$ cat src/rtl/oldland_bus_arbiter.sv
// Round-robin arbiter sharing one word-addressed bus between fetch (read-only) and data masters,
// with a per-grant watchdog that returns an error when the slave never answers.
module oldland_bus_arbiter #(
  parameter int TIMEOUT_CYCLES = 255,
  parameter int TMO_BITS       = 8
) (
  input  logic        clk,
  input  logic        rst,
  input  logic        i_access,
  input  logic [29:0] i_addr,
  output logic [31:0] i_data,
  output logic        i_ack,
  output logic        i_error,
  input  logic        d_access,
  input  logic [29:0] d_addr,
  input  logic [3:0]  d_bytesel,
  input  logic        d_wr_en,
  input  logic [31:0] d_wr_val,
  output logic [31:0] d_data,
  output logic        d_ack,
  output logic        d_error,
  output logic        m_access,
  output logic [29:0] m_addr,
  output logic [3:0]  m_bytesel,
  output logic        m_wr_en,
  output logic [31:0] m_wr_val,
  input  logic [31:0] m_data,
  input  logic        m_ack,
  input  logic        m_error,
  output logic [1:0]  owner,
  output logic [7:0]  timeouts
);

  // State encoding doubles as the owner code, so owner comes straight from the flops.
  typedef enum logic [1:0] {
    IDLE  = 2'b00,
    GNT_I = 2'b01,
    GNT_D = 2'b10
  } state_t;

  localparam logic [TMO_BITS-1:0] TMO_LAST = TMO_BITS'(TIMEOUT_CYCLES - 1);

  state_t              state;
  state_t              next_state;
  logic                last_d;
  logic [TMO_BITS-1:0] counter;
  logic                resp;
  logic                cur_req;
  logic                expire;

  assign resp    = m_ack | m_error;
  assign cur_req = (state == GNT_I) ? i_access :
                   (state == GNT_D) ? d_access : 1'b0;
  // A slave response in the final watchdog cycle wins over the timeout.
  assign expire  = (state != IDLE) && cur_req && !resp && (counter == TMO_LAST);

  assign owner  = state;
  assign i_data = m_data;
  assign d_data = m_data;

  always_ff @(posedge clk or posedge rst) begin
    if (rst) begin
      state <= IDLE;
    end else begin
      state <= next_state;
    end
  end

  always_comb begin
    next_state = state;
    case (state)
      IDLE: begin
        if (i_access && d_access) begin
          next_state = last_d ? GNT_I : GNT_D;
        end else if (i_access) begin
          next_state = GNT_I;
        end else if (d_access) begin
          next_state = GNT_D;
        end
      end
      GNT_I, GNT_D: begin
        // Completion, watchdog expiry or the owner abandoning the request all end the grant.
        if (resp || expire || !cur_req) begin
          next_state = IDLE;
        end
      end
      default: next_state = IDLE;
    endcase
  end

  always_comb begin
    m_access  = 1'b0;
    m_addr    = 30'h0;
    m_bytesel = 4'h0;
    m_wr_en   = 1'b0;
    m_wr_val  = 32'h0;
    i_ack     = 1'b0;
    i_error   = 1'b0;
    d_ack     = 1'b0;
    d_error   = 1'b0;
    case (state)
      GNT_I: begin
        m_access  = i_access & ~expire;
        m_addr    = i_addr;
        m_bytesel = 4'b1111;
        i_ack     = m_ack;
        i_error   = m_error | expire;
      end
      GNT_D: begin
        m_access  = d_access & ~expire;
        m_addr    = d_addr;
        m_bytesel = d_bytesel;
        m_wr_en   = d_wr_en;
        m_wr_val  = d_wr_val;
        d_ack     = m_ack;
        d_error   = m_error | expire;
      end
      default: ;
    endcase
  end

  always_ff @(posedge clk or posedge rst) begin
    if (rst) begin
      last_d   <= 1'b1;
      counter  <= '0;
      timeouts <= 8'h00;
    end else begin
      if (state == IDLE && next_state != IDLE) begin
        last_d <= (next_state == GNT_D);
      end
      if (state == IDLE) begin
        counter <= '0;
      end else begin
        counter <= counter + TMO_BITS'(1);
      end
      if (expire && timeouts != 8'hff) begin
        timeouts <= timeouts + 8'd1;
      end
    end
  end

endmodule

$ cat config.mk
export PLATFORM = sky130hd
export DESIGN_NAME = oldland_bus_arbiter
export DESIGN_NICKNAME = d
export VERILOG_FILES = /design/src/rtl/oldland_bus_arbiter.sv
export SDC_FILE = /design/constraint.sdc
export NUM_CORES = 1
export LEC_CHECK = 0
export CELL_PAD_IN_SITES_DETAIL_PLACEMENT = 1
export CELL_PAD_IN_SITES_GLOBAL_PLACEMENT = 1
export CORE_ASPECT_RATIO = 0.6
export CORE_UTILIZATION = 18
export CTS_CLUSTER_DIAMETER = 80
export CTS_CLUSTER_SIZE = 8
export DETAILED_ROUTE_END_ITERATION = 8
export PLACE_DENSITY = 0.89
export SLEW_MARGIN = 15
export SYNTH_ARGS = -nofsm -noshare
export SYNTH_HDL_FRONTEND = slang
export SYNTH_SLANG_ARGS = --single-unit
$ cat constraint.sdc
create_clock -name clk -period 5 [get_ports clk]
set_input_delay 1 -clock clk [delete_from_list [all_inputs] [get_ports clk]]
set_output_delay 1 -clock clk [all_outputs]
set_load 0.05 [all_outputs]
---- Yosys cells after proc, flatten, opt, wreduce, memory -nomap -nowiden ----
Cells that the tools add are included.
operators by class
  $add $sub $neg .......................... 2
  multiply operators ...................... 0
  divide/modulo/power cells ............... 0
  $lt $le $gt $ge ......................... 0
  equal/unequal tests ..................... 5
  shift-type cells ........................ 0
  muxes and demuxes ....................... 18
  bitwise logic cells ..................... 5
  reductions and logical operators ........ 14
operators with widths
  cell                   count
  $pmux W30 S2           1
  $mux W32               1
  $add A8 B1 Y8 const B  2
  $mux W2                5
  $eq A8 B8 Y1 const B   1
  $mux W8                1
  $ne A8 B8 Y1 const B   1
  $pmux W4 S2            1
  $mux W1                7
  $logic_and A1 B1 Y1    6
  $eq A2 B2 Y1 const B   2
  $pmux W2 S2            1
  $reduce_bool A2 Y1     2
  $and A1 B1 Y1          2
  $eq A2 B1 Y1 const B   1
  $logic_not A1 Y1       2
  $logic_not A2 Y1       1
  $logic_or A1 B1 Y1     2
  $or A1 B1 Y1           2
  $pmux W1 S2            1
  $reduce_or A2 Y1       1
  $not A1 Y1             1
storage, ports and cells
  bits in registers ....................... 19
  bits in latches ......................... 0
  memory bits (writable) .................. 0
  memory bits (read-only) ................. 0
  input port bits ......................... 135
  output and inout port bits .............. 146
  word-level logic and storage cells ...... 48
  memories ................................ 0

---- Logic depth before layout (Yosys ltp) ----
  word-level depth ........................ 12
  depth in mapped cells ................... 7
  mapped depth without buffers ............ 6

---- Worst setup path before layout ----
No wires, ideal clock.
  path type ............................... input to output
  from .................................... in m_error
  to ...................................... out d_error
  arrival time ............................ 2.331 ns
  required time ........................... 4.000 ns
  path slack .............................. 1.669 ns
  cell stages on the path ................. 4
  buffers on the path ..................... 0
  path through ............................ or2_2 > a21oi_1 > a21oi_1 > nor2b_1
on the way
  cells in the longest elaborated chain, start to end .. 6
ends and longest elaborated chain
  item                              RTL line  RTL
  start: declaration                29        input logic m_error,
  $or A1 B1 Y1                      51        assign resp = m_ack | m_error;
  $logic_not A1 Y1                  55        assign expire = (state != IDLE) && cur_req && !resp && (counter == TMO_LAST);
  $logic_and A1 B1 Y1 (2 in a row)  55
  $or A1 B1 Y1 *                    116       d_error = m_error | expire;
  $mux W1 *                         101       case (state)
  end: declaration                  21        output logic d_error,
Every way passes the cells marked *; elsewhere a longest branch is shown, timed or not.

---- Worst setup path after layout ----
  from .................................... in m_error
  to ...................................... out i_error
on the way
  cells in the longest elaborated chain, start to end .. 6
ends and longest elaborated chain
  item                              RTL line  RTL
  $or A1 B1 Y1                      51
  $logic_not A1 Y1                  55
  $logic_and A1 B1 Y1 (2 in a row)  55
  $or A1 B1 Y1 *                    107       i_error = m_error | expire;
  $mux W1 *                         101
  end: declaration                  13        output logic i_error,
Marked as above.

==> summary.md <==
| Metric | Value |
|---|---|
| Status | finished, final reports clean |
| Crit path largest cell delay | 0.83 ns |
| Non-Filler Instances | 561 |
| Slowest CP cell | clkdlybuf4s50_1 |
| Routed Antenna Nets | 0 |
| Hold-fix buffers, CTS | 0 |
| Synthesized instance count | 287 |
| Setup CP Type | input port to output port |
| Yosys warns | 0 |
| Sink Count | 19 |
| WHS Path Cells | 1 |
| Slew @ Worst Pin | 0.918 ns |
| CTS resizes | 0 |
| Nets@finish | 539 |
| Relative slew slack | 38.8% |
| Wirelength per Cell | 16.4 um |
| Final WL | 9220 um |
| DR vias/cell | 4.19 |
| Ports | 281 |
| Hold WS | 0.503 ns |
| Register area share after synthesis | 21.0% |
| Final worst path period share | 86.4% |
| Die Footprint | 0.0131 sq mm |
| Crit-path leading delay family | buffers and inverters |
| Leak Pwr | 1.44 nW |
| Most common cell after layout, fill and taps aside | clkdlybuf4s50_1 |
| Synth Register Bits | 19 |
| CTS tree | yes |
| Final min period | 4.32 ns |
| Total GRT Usage | 12.5% |
| Clk Tree Root Cell | clkbuf_16 |
| Remaining DRCs | 0 |
| Final hold vios | 0 |
| Final core utilization | 31.8% |
| First-pass GRT wire length | 13,000 um |
| Worst Setup Start Kind | input port |
| Vias in the first global route | 2,413 |
| Post-Layout Inst Area | 0.00388 sq mm |
| CP Capture Type | output port |
| Setup TNS Final | 0 ns |
| Initial antenna violation count | 0 |
| Prevailing post-synth register cell | dfrtp_1 |
| Port-buffer cells | 184 |
| Clock Latency Late Sink | 0.25 ns |
| Routability congestion estimate | 0.784 |
| Post-synth ARST share | 100% |
| DP Area | 0.00379 sq mm |
| Antenna diode count | 0 |
| Share of cells above drive strength 1 | 4.04% |
| Core footprint | 0.0122 sq mm |
| Peak Freq | 232 MHz |
| Pre-Repair DR Iteration Count | 4 |
| Maximum vdd drop | 0.234 mV |
| Initial Util | 18.7% |
| Yosys cell types | 38 |
| Placed cells | 557 |
| Die Span Y | 89.1 um |
| Most frequent cells in the layout | clkdlybuf4s50_1, nor2b_1, and2_1 |
| H-tree depth | 1 |
| Syn_nets | 429 |
| RSZ-0062 raised after global routing | no |
| Clk pin slew, worst setup/hold paths | 0.06 ns |
| Register-to-Register Path Depth | 6 |
| P&R area growth vs syn | 70.4% |
| Initial DRC count | 151 |
| Critical Path RT | 4.00 ns |
| Setup bufs post-CTS | 0 |
| Max Slew Vio Count | 0 |
| EDFF count, synth | 0 |
| Final count of negative-setup-slack endpoints | 0 |
| Power per cell area | 474 mW/mm^2 |
| Die width | 147 um |
| Mapped Area | 0.00227 sq mm |
| Clk buf depth | 2 |
| Num CTS Buffers | 3 |
| Final Skew | 0.00139 ns |
| DP Wirelength | 7450 um |
| Syn Area/Cell | 7.93 sq um |
| CP max FO | 4 |
| Critical-path cell list | clkdlybuf4s50_1 > or2_2 > a21oi_1 > a21oi_1 > nor2b_1 > clkdlybuf4s50_1 |
| Total global routing overflow | 0 |
| Buf+Inv Stages, Crit Path | 2 |
| MaxCap Viol Count | 0 |
| Crit path depth | 6 |
| Vias post-DR | 2,348 |
| Hold Crit Class | register to register |
| Pin count of the biggest net entering global routing | 71 |
| Critical Path AT | 3.32 ns |
| Row count | 31 |
-- power by group --
group          internal (mW)  switching [mW]
combinational          0.530           0.942
clock                  0.108          0.0617
sequential             0.176          0.0218
total                  0.813            1.03
-- state kept, by name (all words and copies together), names as in the netlist --
register  count
last_d        1
owner         2
counter       8
timeouts      8
-- cell families (layout without fill, tap and decap cells) --
group                      count (synthesis)  count (layout)  share of synthesized area, %
and+or+nand+nor                          115             115                          30.3
buffers and inverters                     85             194                          24.7
AOI/OAI and AO/OA                         48              48                          14.8
DFF                                       19              19                          21.0
xor gates and xnor gates                  11              11                          4.24
adders and majority gates                  7               7                          3.85
muxes                                      2               2                          1.15
-- worst reg2reg max path: cells and delay by family (launching register included) --
kind                       cells  cell delay [ns]
AOI/OAI and AO/OA              1             0.56
adders and majority gates      1             0.57
buffers and inverters          1             0.11
DFF                            1             0.45
muxes                          1             0.29
and+or+nand+nor                2             0.49
-- through the flow --
stage	power (mW)	worst slack [ns]
finish	1.84	0.681
global route	1.93	0.571
CTS	1.85	0.639
detailed placement	1.67	0.708
global placement	1.64	0.794
floorplan	1.31	1.67
-- final cells by class --
cell class | instances | area (sq um)
Fill cell | 1448 | 8300
Timing Repair Buffer | 186 | 1860
Multi-Input combinational cell | 183 | 1240
Sequential cell | 19 | 477
Tap cell | 165 | 206
Clock buffer | 3 | 75.1
Inverter | 4 | 15.0
Clock inverter | 1 | 7.51
-- synth_stat cells (2+ instances only) --
cell      count  area (sq um)
nor2_1       10          37.5
and3_2        2          15.0
buf_2         2          10.0
clkbuf_1     13          48.8
nor4_1        3          18.8
nor3_1        2          10.0
a21oi_1      10          50.1
nand4b_1      2          17.5
nand3_1       7          35.0
and2_1       35           219
inv_1         4          15.0
nor2b_1      37           231
a22oi_1      30           225
o21ai_0       3          15.0
or3_1         2          12.5
nand2_1       7          26.3
buf_1         2          7.51
buf_4        64           480
dfrtp_1      18           450
xor2_1        9          78.8
xnor2_1       2          17.5
ha_1          7          87.6
-- layer usage --
| layer | part of all wire, % | global-route usage (%) | wire (um) |
|---|---|---|---|
| met5 | 0 | 0 | 0 |
| met4 | 1.6 | 4.22 | 149 |
| met3 | 6.3 | 2.96 | 581 |
| met2 | 51 | 21.0 | 4690 |
| met1 | 41 | 16.0 | 3800 |
-- path summary, 6_finish.rpt --
path / start / end / slack, ns
setup / recovery: m_error / i_error / 0.68
hold / removal: counter[0]$_DFF_PP0_ / counter[0]$_DFF_PP0_ / 0.50
setup reg to reg: owner[1]$_DFF_PP0_ / timeouts[1]$_DFFE_PP0P_ / 2.41
hold reg to reg: counter[0]$_DFF_PP0_ / counter[0]$_DFF_PP0_ / 0.50
max in group asynchronous: rst / counter[0]$_DFF_PP0_ / 3.37
min in group asynchronous: rst / timeouts[6]$_DFFE_PP0P_ / 1.17
Power figures use the tool's default switching activity.
